[src/rtl/simd4_lane_packer.sv]
// Packs a stream of scalar (a,b) operand pairs into LANES-wide words, lane 0 in the MS slice.
// Optional partial-word flush is enabled by defining SIMD4_PACK_FLUSH_EN.
module simd4_lane_packer #(
  parameter int LANE_W = 12,
  parameter int LANES  = 4
) (
  input  logic                      clk,
  input  logic                      rst,
  input  logic                      ce,
  input  logic                      in_valid,
  output logic                      in_ready,
  input  logic [LANE_W-1:0]         in_a,
  input  logic [LANE_W-1:0]         in_b,
  input  logic                      flush,
  output logic                      out_valid,
  input  logic                      out_ready,
  output logic [LANES*LANE_W-1:0]   out_a,
  output logic [LANES*LANE_W-1:0]   out_b,
  output logic [LANES-1:0]          out_mask,
  output logic [1:0]                dbg_lane_cnt
);

  localparam int W = LANES * LANE_W;

  typedef enum logic [1:0] {LANE_0, LANE_1, LANE_2, LANE_3} lane_t;

  lane_t            lane_cnt, lane_cnt_n;
  logic [W-1:0]     acc_a, acc_b, acc_a_n, acc_b_n;
  logic [W-1:0]     ins_a, ins_b, out_a_n, out_b_n;
  logic [LANES-1:0] out_mask_n, fill_mask;
  logic             out_valid_n, slot_free, accept, load;
  logic [2:0]       fill;

  // Handshake: a transfer happens on a side only in a cycle where valid and
  // ready are both high with ce=1; valid never waits on ready.
  always_comb begin
    slot_free = ~out_valid | out_ready;
`ifdef SIMD4_PACK_FLUSH_EN
    in_ready = ce & (flush ? slot_free : ((lane_cnt != LANE_3) | slot_free));
`else
    in_ready = ce & ((lane_cnt != LANE_3) | slot_free);
`endif
    accept = in_valid & in_ready;

    // Accumulator with the incoming pair dropped into its lane
    ins_a = acc_a;
    ins_b = acc_b;
    for (int k = 0; k < LANES; k++) begin
      if (accept && (int'(lane_cnt) == k)) begin
        ins_a[(LANES-k)*LANE_W-1 -: LANE_W] = in_a;
        ins_b[(LANES-k)*LANE_W-1 -: LANE_W] = in_b;
      end
    end

    fill      = {1'b0, lane_cnt} + {2'b00, accept};
    fill_mask = ~({LANES{1'b1}} >> fill);

`ifdef SIMD4_PACK_FLUSH_EN
    load = (accept & (lane_cnt == LANE_3)) |
           (ce & flush & slot_free & (fill != 3'd0));
`else
    load = accept & (lane_cnt == LANE_3);
`endif

    lane_cnt_n  = lane_cnt;
    acc_a_n     = acc_a;
    acc_b_n     = acc_b;
    out_a_n     = out_a;
    out_b_n     = out_b;
    out_mask_n  = out_mask;
    out_valid_n = out_valid;

    if (load) begin
      out_a_n     = ins_a;
      out_b_n     = ins_b;
      out_mask_n  = fill_mask;
      out_valid_n = 1'b1;
      lane_cnt_n  = LANE_0;
      acc_a_n     = '0;
      acc_b_n     = '0;
    end else begin
      if (accept) begin
        acc_a_n    = ins_a;
        acc_b_n    = ins_b;
        lane_cnt_n = lane_t'(lane_cnt + 2'd1);
      end
      if (ce & out_valid & out_ready) out_valid_n = 1'b0;
    end
  end

  always_ff @(posedge clk or negedge rst) begin
    if (!rst) begin
      lane_cnt  <= LANE_0;
      acc_a     <= '0;
      acc_b     <= '0;
      out_a     <= '0;
      out_b     <= '0;
      out_mask  <= '0;
      out_valid <= 1'b0;
    end else begin
      lane_cnt  <= lane_cnt_n;
      acc_a     <= acc_a_n;
      acc_b     <= acc_b_n;
      out_a     <= out_a_n;
      out_b     <= out_b_n;
      out_mask  <= out_mask_n;
      out_valid <= out_valid_n;
    end
  end

  assign dbg_lane_cnt = lane_cnt;

`ifndef SIMD4_PACK_FLUSH_EN
  logic unused_flush;
  assign unused_flush = flush;
`endif

endmodule

[config.mk]
export PLATFORM = sky130hd
export DESIGN_NAME = simd4_lane_packer
export DESIGN_NICKNAME = d
export VERILOG_FILES = /design/src/rtl/simd4_lane_packer.sv
export SDC_FILE = /design/constraint.sdc
export NUM_CORES = 1
export LEC_CHECK = 0
export ABC_AREA = 1
export CORE_MARGIN = 3
export CORE_UTILIZATION = 51
export DETAILED_ROUTE_END_ITERATION = 12
export GPL_ROUTABILITY_DRIVEN = 0
export PLACE_DENSITY = 0.83
export SLEW_MARGIN = 20
export SYNTH_ARGS = -nofsm -noshare
export SYNTH_HDL_FRONTEND = slang
export SYNTH_SLANG_ARGS = --single-unit
[constraint.sdc]
create_clock -name clk -period 4.7 [get_ports clk]
set_input_delay 0.47 -clock clk [delete_from_list [all_inputs] [get_ports clk]]
set_output_delay 0.47 -clock clk [all_outputs]
set_load 0.01 [all_outputs]
======== After elaboration in Yosys (flattened, before gate mapping) ========
Index checks and enable logic that the tools add are counted.
word-level totals
  register bits after elaboration ......... 199
  input port bits ......................... 30
operators by class
  $add $sub $neg .......................... 2
  equal/unequal tests ..................... 5
  shift operators ......................... 1
  multiplexer cells ....................... 16
  bitwise operators ....................... 9
  reduce and logical (&&, ||, !) cells .... 7
operator list
  kind                                                                   count
  48-bit 2-to-1 mux                                                      4
  12-bit 2-to-1 mux                                                      8
  2-bit equality test, second input constant                             3
  1-bit bitwise AND                                                      5
  1-bit logical AND                                                      4
  2-bit 2-to-1 mux                                                       2
  4-bit inverter                                                         1
  2-bit nonzero test                                                     2
  4-bit by 3-bit right shift with 4-bit output, first input constant     1
  2-bit by 1-bit adder with 3-bit output                                 1
  2-bit by 1-bit adder with 2-bit output, second input constant          1
  2-bit by 1-bit equality test with 1-bit output, second input constant  1
  2-bit zero test                                                        1
  1-bit 2-to-1 mux                                                       2
  2-bit != test, second input constant                                   1
  1-bit OR                                                               2
  1-bit inverter                                                         1

======== Logic depth before layout (Yosys ltp) ========
Gate-level depths: netlist (run 1).
  word-level depth ........................ 9
  gate-level depth with buffers ........... 9
  depth with buffers taken out ............ 8

======== Worst setup path after synthesis (run 1) ========
No wires, ideal clock.
  path kind ............................... register to register
  from .................................... register lane_cnt[0], in the netlist dbg_lane_cnt[0]
  to ...................................... register out_mask[3]
  library setup time ...................... 0.130 ns
  arrival time ............................ 1.879 ns
  slack ................................... 2.691 ns
  stages on the path, launching flop included .. 10
  buffers on the path ..................... 1
  clock period less this slack ............ 2.009 ns
  cells stage by stage .................... dfrtp_1 > ha_1 > nand3_2 > and3_1 > clkbuf_1 > ha_1 > inv_1 > ha_1 > nor3_1 > o21ai_0
between the ends
  longest elaborated chain between the ends .. 7
RTL lines
  element                                       RTL line  text
  from (decl)                                   27        lane_t lane_cnt, lane_cnt_n;
  from (signal assigned)                        101       lane_cnt <= lane_cnt_n;
  2-bit != test                                 41        in_ready = ce & ((lane_cnt != LANE_3) | slot_free);
  1-bit OR                                      41
  1-bit bitwise AND                             41
  1-bit bitwise AND                             43        accept = in_valid & in_ready;
  2-bit by 1-bit adder with 3-bit output        55        fill = {1'b0, lane_cnt} + {2'b00, accept};
  4-bit by 3-bit right shift with 4-bit output  56        fill_mask = ~({LANES{1'b1}} >> fill);
  4-bit inverter                                56
  to (signal assigned)                          106       out_mask <= out_mask_n;
  to (decl)                                     19        output logic [LANES-1:0] out_mask,
Parallel ways exist; a longest one is shown, timed or not.
A chain may end at the register's enable or synchronous reset.

======== Final worst setup path (run 1) ========
  from .................................... register lane_cnt[0], in the netlist dbg_lane_cnt[0]
  to ...................................... output port in_ready
between the ends
  longest elaborated chain between the ends .. 3
RTL lines
  element            RTL line  text
  2-bit != test      41
  1-bit OR           41
  1-bit bitwise AND  41
  to (decl)          11        output logic in_ready,
Every way passes these cells.

==> results of run 1 <==
-- logic make-up after synthesis --
family	after synthesis	share of synthesized area, %
simple gates	547	30.8
buf+inv	163	9.15
flops	175	56.9
fa+ha+maj	7	1.14
compound gates	31	2.01
-- state kept, by name (all words and copies together) (netlist names) --
| name | flops |
|---|---|
| out_b | 48 |
| out_a | 48 |
| acc_b | 36 |
| out_valid | 1 |
| acc_a | 36 |
| dbg_lane_cnt | 2 |
| out_mask | 4 |
-- metrics by stage --
step	hold WS, ps	area (sq um)	instances	setup WS [ps]
6_report	170	9560	1220	1510
3_5_place_dp	464	9020	1190	1340
4_1_cts	210	9560	1220	1500
5_1_grt	244	9560	1220	1350
2_1_floorplan	174	7700	923	2690
3_3_place_gp	463	9020	1190	1340
-- worst max path at each step --
stage | endpoint | depth (start not counted) | slack [ps]
after detailed placement | out_b[33]$_DFFE_PN0P_ | 6 | 1340
after floorplan | out_mask[3]$_DFFE_PN0P_ | 9 | 2690
after global routing | out_b[27]$_DFFE_PN0P_ | 7 | 1350
after CTS | in_ready | 5 | 1500
final | in_ready | 5 | 1510
after global placement | out_b[33]$_DFFE_PN0P_ | 6 | 1340
-- final cells by class --
cell class	count	area share, %
Timing Repair Buffer	144	14.7
Tap cell	184	2.41
Clock buffer	24	4.73
Clock inverter	6	0.916
Multi-Input combinational cell	585	27.4
Sequential cell	175	45.8
Inverter	102	4.03
-- critical path: cells and delay by family (launching register included) --
family	cells	cell delay (ps)
and+or+nand+nor	3	840
buffers and inverters	1	690
DFF	1	440
adders and majority gates	1	300
-- synth_stat cells --
master,count
inv_2,2
inv_1,100
nand4_1,74
buf_4,2
nor2_1,73
nand3_2,1
nor3_1,1
nand4_4,1
a21oi_1,1
nand3_1,73
nand2_1,321
nor2_4,1
o21ai_0,30
buf_6,7
buf_1,5
dfrtp_1,175
ha_1,7
clkbuf_1,21
buf_2,26
and3_1,1
nand4_2,1
-- per-layer routing --
layer	part of all wire, %	global-route usage [%]	vias up
met5	0	0	-
met4	4.4	12.2	0
met3	7.7	6.14	57
met2	47	36.8	265
met1	41	33.6	3219
li1	-	-	3108
-- power by group through the flow --
stage	Combinational (mW)	Clock, mW	Sequential [mW]
after floorplan	1.13	0	2.76
after global placement	2.46	0	2.59
after detailed placement	2.54	0	2.61
after CTS	2.57	1.34	2.60
after global routing	2.85	1.41	2.67
final	2.56	1.32	2.60
==> results.py, run 1 <==
metrics = {
    "status": {
        "outcome": "finished, final reports clean",
    },
    "setup_path": {
        "cp.arrival_ps": 2720,
        "cp_cell_sequence": "ha_1 > nand2_1 > nor2_1 > nor2_4 > clkdlybuf4s50_1",
        "r2r_start": "dbg_lane_cnt[0]$_DFFE_PN0P_",
        "r2r-end": "out_b[33]$_DFFE_PN0P_",
        "cp-startpoint": "dbg_lane_cnt[0]$_DFFE_PN0P_",
        "crit_fanout": 38,
        "crit_required_ps": 4230,
        "path_class": "flop to primary output",
        "ff2ff_path_depth": 7,
        "crit_path_end_kind": "primary output",
        "slowest_delay_ps": 690,
        "r2r_slack_ps": 1670,
        "start_kind": "flop",
        "cp_slowest_cell": "nor2_4",
    },
    "synthesis": {
        "ys_ff_latch": 175,
        "synthesis.area_sq_um": 7700,
        "yosysSeqAreaShare_pct": 56.9,
        "ys_types": 21,
        "synth_top_area_share_pct": 56.9,
        "synth_area_per_cell_sq_um": 8.34,
        "synth_top_area_cell": "dfrtp_1",
        "netlist_instances": 923,
        "yosysWarnings": 0,
        "syn_nets": 960,
        "ys_top_cells_by_area": "dfrtp_1, nand2_1, nand4_1, inv_1, nand3_1",
    },
    "pwr": {
        "pwr-share-seq_pct": 40.1,
        "p_per_area_nw_per_um2": 678,
        "ir_drop_mv": 0.343,
        "power_leakage_nw": 5.06,
        "pwr-share-clk_pct": 20.4,
        "intPower_mw": 4.24,
        "total_power_mw": 6.48,
        "comb_power_share_pct": 39.5,
        "p_sw_mw": 2.24,
        "swShare_pct": 34.6,
    },
    "finish": {
        "drive_gt1_share_pct": 4.15,
        "final_cell_mix": "nand2_1, dfrtp_1, clkdlybuf4s50_1",
        "final_common_cell": "nand2_1",
        "register_area_sq_um": 4380,
        "nets": 1062,
        "post-route-util_pct": 65.3,
        "diodes": 0,
        "area_delta_synth_final_pct": 24.1,
        "multiInputGateArea_sq_um": 2620,
        "fill_cells": 1151,
    },
    "floorplanning": {
        "die_w_um": 129,
        "start_util_pct": 52.6,
        "rows": 44,
        "coreArea_sq_um": 14600,
        "fp.dieH_um": 129,
        "dieArea_sq_um": 16600,
        "pin_count": 134,
    },
    "route": {
        "ant_nets": 0,
        "drtPass1Iterations": 5,
        "routed_wl_mm": 19.9,
        "wl_per_cell_um": 16.3,
        "drtIter0Drc": 572,
        "vias": 6649,
        "drc_errors": 0,
        "via_per_inst": 5.45,
    },
    "clock_tree": {
        "cts_setup_buffers": 0,
        "hold_buffers": 0,
        "numCtsBuffers": 17,
        "cts-root-buf": "clkbuf_16",
        "cts_tree": "yes",
        "postCtsResizedCells": 0,
        "clock_path_buffers": 2,
        "clk_latency_ps": 420,
        "cts_max_level": 4,
        "cts.sinks": 175,
        "cts.reportedPaths.clkPinSlew_ps": 60,
    },
    "global_route": {
        "grt_pass1_wl_mm": 31.9,
        "grtUsageTotal_pct": 24.6,
        "overflow": 0,
        "grt_max_degree": 107,
        "grt_pass1_vias": 6347,
        "antenna_found_initial": 0,
    },
    "placement": {
        "hpwlAfterDp_mm": 12.7,
        "port-buffer-count": 132,
    },
    "sta": {
        "hold_viol_final": 0,
        "tns_ps": 0,
        "rsz0062_at_grt": "false",
        "clock.fmax_ghz": 0.314,
        "slew_violations": 0,
        "worst_pin_slew_ps": 932,
        "period_minus_slack_ps": 3190,
        "period_share_pct": 67.8,
        "finalSetupViolations": 0,
        "fin_skew_ps": 6.32,
        "slew_headroom_pct": 37.9,
    },
    "flow_run": {
        "drv.max_cap_violation_count": 0,
    },
    "hold_path": {
        "hp-class": "primary input to async pin",
    },
}
(Power assumes the default switching activity.)
==> inputs of run 2 (changes only) <==
--- a/config.mk
+++ b/config.mk
@@ -7,10 +7,10 @@
 export LEC_CHECK = 0
 export ABC_AREA = 1
 export CORE_MARGIN = 3
-export CORE_UTILIZATION = 51
+export CORE_UTILIZATION = 47
 export DETAILED_ROUTE_END_ITERATION = 12
 export GPL_ROUTABILITY_DRIVEN = 0
-export PLACE_DENSITY = 0.83
+export PLACE_DENSITY = 0.81
 export SLEW_MARGIN = 20
 export SYNTH_ARGS = -nofsm -noshare
 export SYNTH_HDL_FRONTEND = slang
==> constraint.sdc (replaced) <==
create_clock -name clk -period 2.8 [get_ports clk]
set_input_delay 0.28 -clock clk [delete_from_list [all_inputs] [get_ports clk]]
set_output_delay 0.28 -clock clk [all_outputs]
set_load 0.01 [all_outputs]
==> results.py, run 2 (synthesis results as in run 1) <==
metrics = {
    "status": {
        "outcome": "finished, final reports clean",
    },
    "placement": {
        "place_area_sq_um": 9170,
        "hpwlAfterDp_mm": 12.7,
        "port-buffer-count": 132,
        "dp_slack_ps": 601,
    },
    "sta": {
        "tns_ps": 0,
        "slew_violations": 0,
        "period_minus_slack_ps": 2320,
        "slew_headroom_pct": 48.8,
        "period_share_pct": 82.9,
        "holdWs_ps": 374,
        "fin_skew_ps": 9.22,
        "worst_pin_slew_ps": 767,
        "setup_ws_ps": 480,
        "clock.fmax_ghz": 0.431,
        "hold_viol_final": 0,
        "finalSetupViolations": 0,
        "rsz0062_at_grt": "false",
    },
    "pwr": {
        "swShare_pct": 35.2,
        "power_leakage_nw": 5.16,
        "pwr-share-clk_pct": 22.1,
        "p_sw_mw": 3.91,
        "comb_power_share_pct": 38.7,
        "ir_drop_mv": 0.500,
        "pwr-share-seq_pct": 39.1,
        "p_per_area_nw_per_um2": 1140,
        "intPower_mw": 7.22,
    },
    "route": {
        "wl_per_cell_um": 15.9,
        "via_per_inst": 5.23,
        "routed_wl_mm": 20.0,
        "ant_nets": 0,
        "drtIter0Drc": 705,
        "vias": 6597,
        "drtPass1Iterations": 5,
        "drc_errors": 0,
    },
    "setup_path": {
        "crit_required_ps": 2520,
        "crit_path_end_kind": "primary output",
        "path_class": "flop to primary output",
        "crit_fanout": 5,
        "start_kind": "flop",
        "cp.arrival_ps": 2040,
    },
    "global_route": {
        "antenna_found_initial": 0,
        "grt_pass1_vias": 6357,
        "grt_max_degree": 130,
        "grtUsageTotal_pct": 23.0,
        "overflow": 0,
        "grt_pass1_wl_mm": 32.6,
    },
    "clock_tree": {
        "cts.sinks": 175,
        "postCtsResizedCells": 0,
        "cts-root-buf": "clkbuf_16",
        "cts.reportedPaths.clkPinSlew_ps": 70,
        "cts_max_level": 4,
        "clock_path_buffers": 2,
        "numCtsBuffers": 17,
        "hold_buffers": 1,
        "cts_tree": "yes",
        "cts_setup_buffers": 0,
        "clk_latency_ps": 440,
    },
    "floorplanning": {
        "dieArea_sq_um": 18000,
        "rows": 46,
        "coreArea_sq_um": 15900,
        "fp.dieH_um": 134,
        "die_w_um": 134,
        "pin_count": 134,
        "start_util_pct": 48.3,
    },
    "finish": {
        "drive_gt1_share_pct": 5.64,
        "final_common_cell": "nand2_1",
        "fin_area_sq_um": 9800,
        "nets": 1070,
        "final_cell_mix": "nand2_1, dfrtp_1, clkdlybuf4s50_1",
        "diodes": 0,
        "fill_cells": 1313,
        "area_delta_synth_final_pct": 27.2,
        "reg_top3": "out_a x48, out_b x48",
    },
    "flow_run": {
        "drv.max_cap_violation_count": 0,
    },
    "hold_path": {
        "hp-class": "primary input to flop",
    },
}
-- run 2: path summary, 6_finish.rpt --
check                                             from                 endpoint  slack [ps]  cells past startpoint
setup / recovery           dbg_lane_cnt[0]$_DFFE_PN0P_                 in_ready         480                      5
hold / removal                                in_valid    out_b[16]$_DFFE_PN0P_         370                      4
setup reg to reg           dbg_lane_cnt[0]$_DFFE_PN0P_  out_mask[3]$_DFFE_PN0P_         690                      8
hold reg to reg                  out_a[24]$_DFFE_PN0P_    out_a[24]$_DFFE_PN0P_         480                      2
max in group asynchronous                          rst    acc_a[45]$_DFFE_PN0P_        1650                      3
min in group asynchronous                          rst    out_b[45]$_DFFE_PN0P_         390                      2
-- run 2: cell type report --
type                       count  area [sq um]  area share (%)
sequential                   175          4380            44.7
timing repair buffer         152          1530            15.6
tap                          216           270            2.76
inverter                     102           385            3.93
clock inverter                14           173            1.76
multi-input combinational    585          2620            26.7
clock buffer                  18           439            4.48
-- run 2: power by group through the flow --
| stage | sequential, mW | combinational (mW) | clock, mW |
|---|---|---|---|
| 2_1_floorplan | 4.63 | 1.90 | 0 |
| 3_3_place_gp | 4.34 | 4.15 | 0 |
| 3_5_place_dp | 4.38 | 4.28 | 0 |
| 4_1_cts | 4.36 | 4.35 | 2.50 |
| 5_1_grt | 4.49 | 4.81 | 2.62 |
| 6_report | 4.36 | 4.31 | 2.46 |
-- run 2: per-layer routing --
layer	part of all wire [%]	GRT usage, %
met5	0	0
met2	47	36.0
met1	42	30.6
met4	2.2	8.63
met3	9.1	6.64
-- run 2: per-stage QoR --
| stage | utilization, % | power [mW] | instances |
|---|---|---|---|
| after global placement | 57.5 | 8.49 | 1229 |
| final | 61.4 | 11.1 | 1262 |
| after detailed placement | 57.5 | 8.66 | 1229 |
| after floorplan | - | 6.53 | 923 |
| after global routing | 61.4 | 11.9 | 1262 |
| after CTS | 61.4 | 11.2 | 1262 |
-- run 2: critical path: stages (launching register included) --
cell and delay (ps):
dfrtp_1 440, ha_1 290, nand2_1 90, nor2_1 60, nor2_4 160, clkdlybuf4s50_1 570
==> inputs of run 3 (changes only) <==
--- a/config.mk
+++ b/config.mk
@@ -7,10 +7,10 @@
 export LEC_CHECK = 0
 export ABC_AREA = 1
 export CORE_MARGIN = 3
-export CORE_UTILIZATION = 47
+export CORE_UTILIZATION = 51
 export DETAILED_ROUTE_END_ITERATION = 12
 export GPL_ROUTABILITY_DRIVEN = 0
-export PLACE_DENSITY = 0.81
+export PLACE_DENSITY = 0.83
 export SLEW_MARGIN = 20
 export SYNTH_ARGS = -nofsm -noshare
 export SYNTH_HDL_FRONTEND = slang
==> constraint.sdc (replaced) <==
create_clock -name clk -period 2.4 [get_ports clk]
set_input_delay 0.24 -clock clk [delete_from_list [all_inputs] [get_ports clk]]
set_output_delay 0.24 -clock clk [all_outputs]
set_load 0.01 [all_outputs]
==> results.py, run 3 (synthesis results as in run 1) <==
metrics = {
    "pwr": {
        "p_per_area_nw_per_um2": 1330,
        "ir_drop_mv": 0.661,
        "power_leakage_nw": 5.18,
    },
    "clock_tree": {
        "postCtsResizedCells": 0,
        "cts.sinks": 175,
        "cts_setup_buffers": 0,
        "numCtsBuffers": 17,
        "cts-root-buf": "clkbuf_16",
        "clk_latency_ps": 430,
        "clock_path_buffers": 2,
        "cts_tree": "yes",
        "hold_buffers": 1,
        "cts_max_level": 4,
        "cts.reportedPaths.clkPinSlew_ps": 70,
    },
    "setup_path": {
        "path_class": "flop to primary output",
        "crit_required_ps": 2160,
        "r2r_start": "dbg_lane_cnt[1]$_DFFE_PN0P_",
        "crit_fanout": 5,
        "cp.arrival_ps": 2010,
        "crit_path_end_kind": "primary output",
        "r2r_slack_ps": 280,
        "ff2ff_path_depth": 8,
        "start_kind": "flop",
        "r2r-end": "out_mask[3]$_DFFE_PN0P_",
    },
    "floorplanning": {
        "fp.dieH_um": 129,
        "die_w_um": 129,
        "start_util_pct": 52.6,
        "coreArea_sq_um": 14600,
        "rows": 44,
        "pin_count": 134,
        "dieArea_sq_um": 16600,
    },
    "global_route": {
        "grt_pass1_vias": 6356,
        "antenna_found_initial": 0,
        "top_usage_layer": "met2",
        "use_met3_pct": 6.77,
        "grt_max_degree": 130,
        "grt_pass1_wl_mm": 32.0,
        "grt.met2_usage_pct": 37.8,
        "grtUsageTotal_pct": 24.6,
        "overflow": 0,
        "grt_use_met1_pct": 33.0,
    },
    "hold_path": {
        "hp-class": "primary input to async pin",
    },
    "route": {
        "drtPass1Iterations": 5,
        "vias": 6609,
        "wl_per_cell_um": 16.0,
        "via_per_inst": 5.37,
        "ant_nets": 0,
        "drtIter0Drc": 776,
        "drc_errors": 0,
        "routed_wl_mm": 19.7,
    },
    "flow_run": {
        "drv.max_cap_violation_count": 0,
    },
    "finish": {
        "nets": 1072,
        "diodes": 0,
        "area_delta_synth_final_pct": 27.3,
        "final_common_cell": "nand2_1",
        "reg_top3": "out_a x48, out_b x48",
        "final_cell_mix": "nand2_1, dfrtp_1, clkdlybuf4s50_1",
        "fin_area_sq_um": 9800,
        "drive_gt1_share_pct": 5.54,
    },
    "placement": {
        "place_area_sq_um": 9160,
        "hpwlAfterDp_mm": 12.5,
        "port-buffer-count": 132,
    },
    "status": {
        "outcome": "finished, final reports clean",
    },
    "sta": {
        "hold_viol_final": 0,
        "worst_pin_slew_ps": 763,
        "slew_headroom_pct": 49.0,
        "fin_skew_ps": 9.68,
        "rsz0062_at_grt": "false",
        "clock.fmax_ghz": 0.444,
        "slew_violations": 0,
        "finalSetupViolations": 0,
        "period_share_pct": 93.9,
        "period_minus_slack_ps": 2250,
        "tns_ps": 0,
    },
}
-- run 3: cell count changes in the layout (fill, tap and decap cells not counted), moves of 2 or more --
cell | previous run | this run
clkbuf_8 | 1 | 3
inv_6 | 6 | 1
bufinv_16 | 2 | 4
clkbuf_1 | 0 | 2
inv_8 | 2 | 0
clkinvlp_4 | 1 | 3
-- run 3: worst max-delay path by stage --
stage                                 from                       to  slack, ps  cells after the start
4_1_cts        dbg_lane_cnt[1]$_DFFE_PN0P_                 in_ready        140                      5
5_1_grt        dbg_lane_cnt[1]$_DFFE_PN0P_                 in_ready         20                      5
3_3_place_gp                            ce  out_mask[3]$_DFFE_PN0P_        320                      7
3_5_place_dp                            ce  out_mask[3]$_DFFE_PN0P_        260                      7
6_report       dbg_lane_cnt[1]$_DFFE_PN0P_                 in_ready        150                      5
2_1_floorplan  dbg_lane_cnt[0]$_DFFE_PN0P_  out_mask[3]$_DFFE_PN0P_        390                      9
-- run 3: layout make-up --
type / count / area (sq um)
well taps: 184 / 230
repair buffers: 154 / 1560
clock buffers: 22 / 474
fillers: 1108 / 4840
clock inverters: 9 / 156
multi-input cells: 585 / 2620
flip-flops and latches: 175 / 4380
inverters: 102 / 385
-- run 3: power by group --
group / internal, mW / switching, mW / leakage, nW
logic: 2.43 / 2.62 / 2.76
registers: 4.40 / 0.683 / 2.12
clock network: 1.82 / 1.11 / 0.299
-- run 3: critical path, stage by stage (launching register included) --
cell             delay [ps]
dfrtp_1                 450
ha_1                    270
nand2_1                  80
nor2_1                   60
nor2_4                  120
clkdlybuf4s50_1         600
-- run 3: layer usage --
layer  routed length (um)  part of all wire, %
met1                 8310                   42
met2                 9340                   47
met3                 1370                  7.0
met4                  672                  3.4
met5                    0                    0
-- run 3: metrics by stage --
| stage | hold slack, ps | setup WS (ps) | util [%] | total power, mW | cells |
|---|---|---|---|---|---|
| after floorplan | -55.6 | 391 | - | 7.62 | 923 |
| after global placement | 189 | 323 | 62.6 | 9.92 | 1199 |
| after detailed placement | 189 | 260 | 62.6 | 10.1 | 1199 |
| after CTS | 326 | 137 | 66.9 | 13.1 | 1231 |
| after global routing | 349 | 21.4 | 66.9 | 14.0 | 1231 |
| final | 312 | 146 | 66.9 | 13.1 | 1231 |
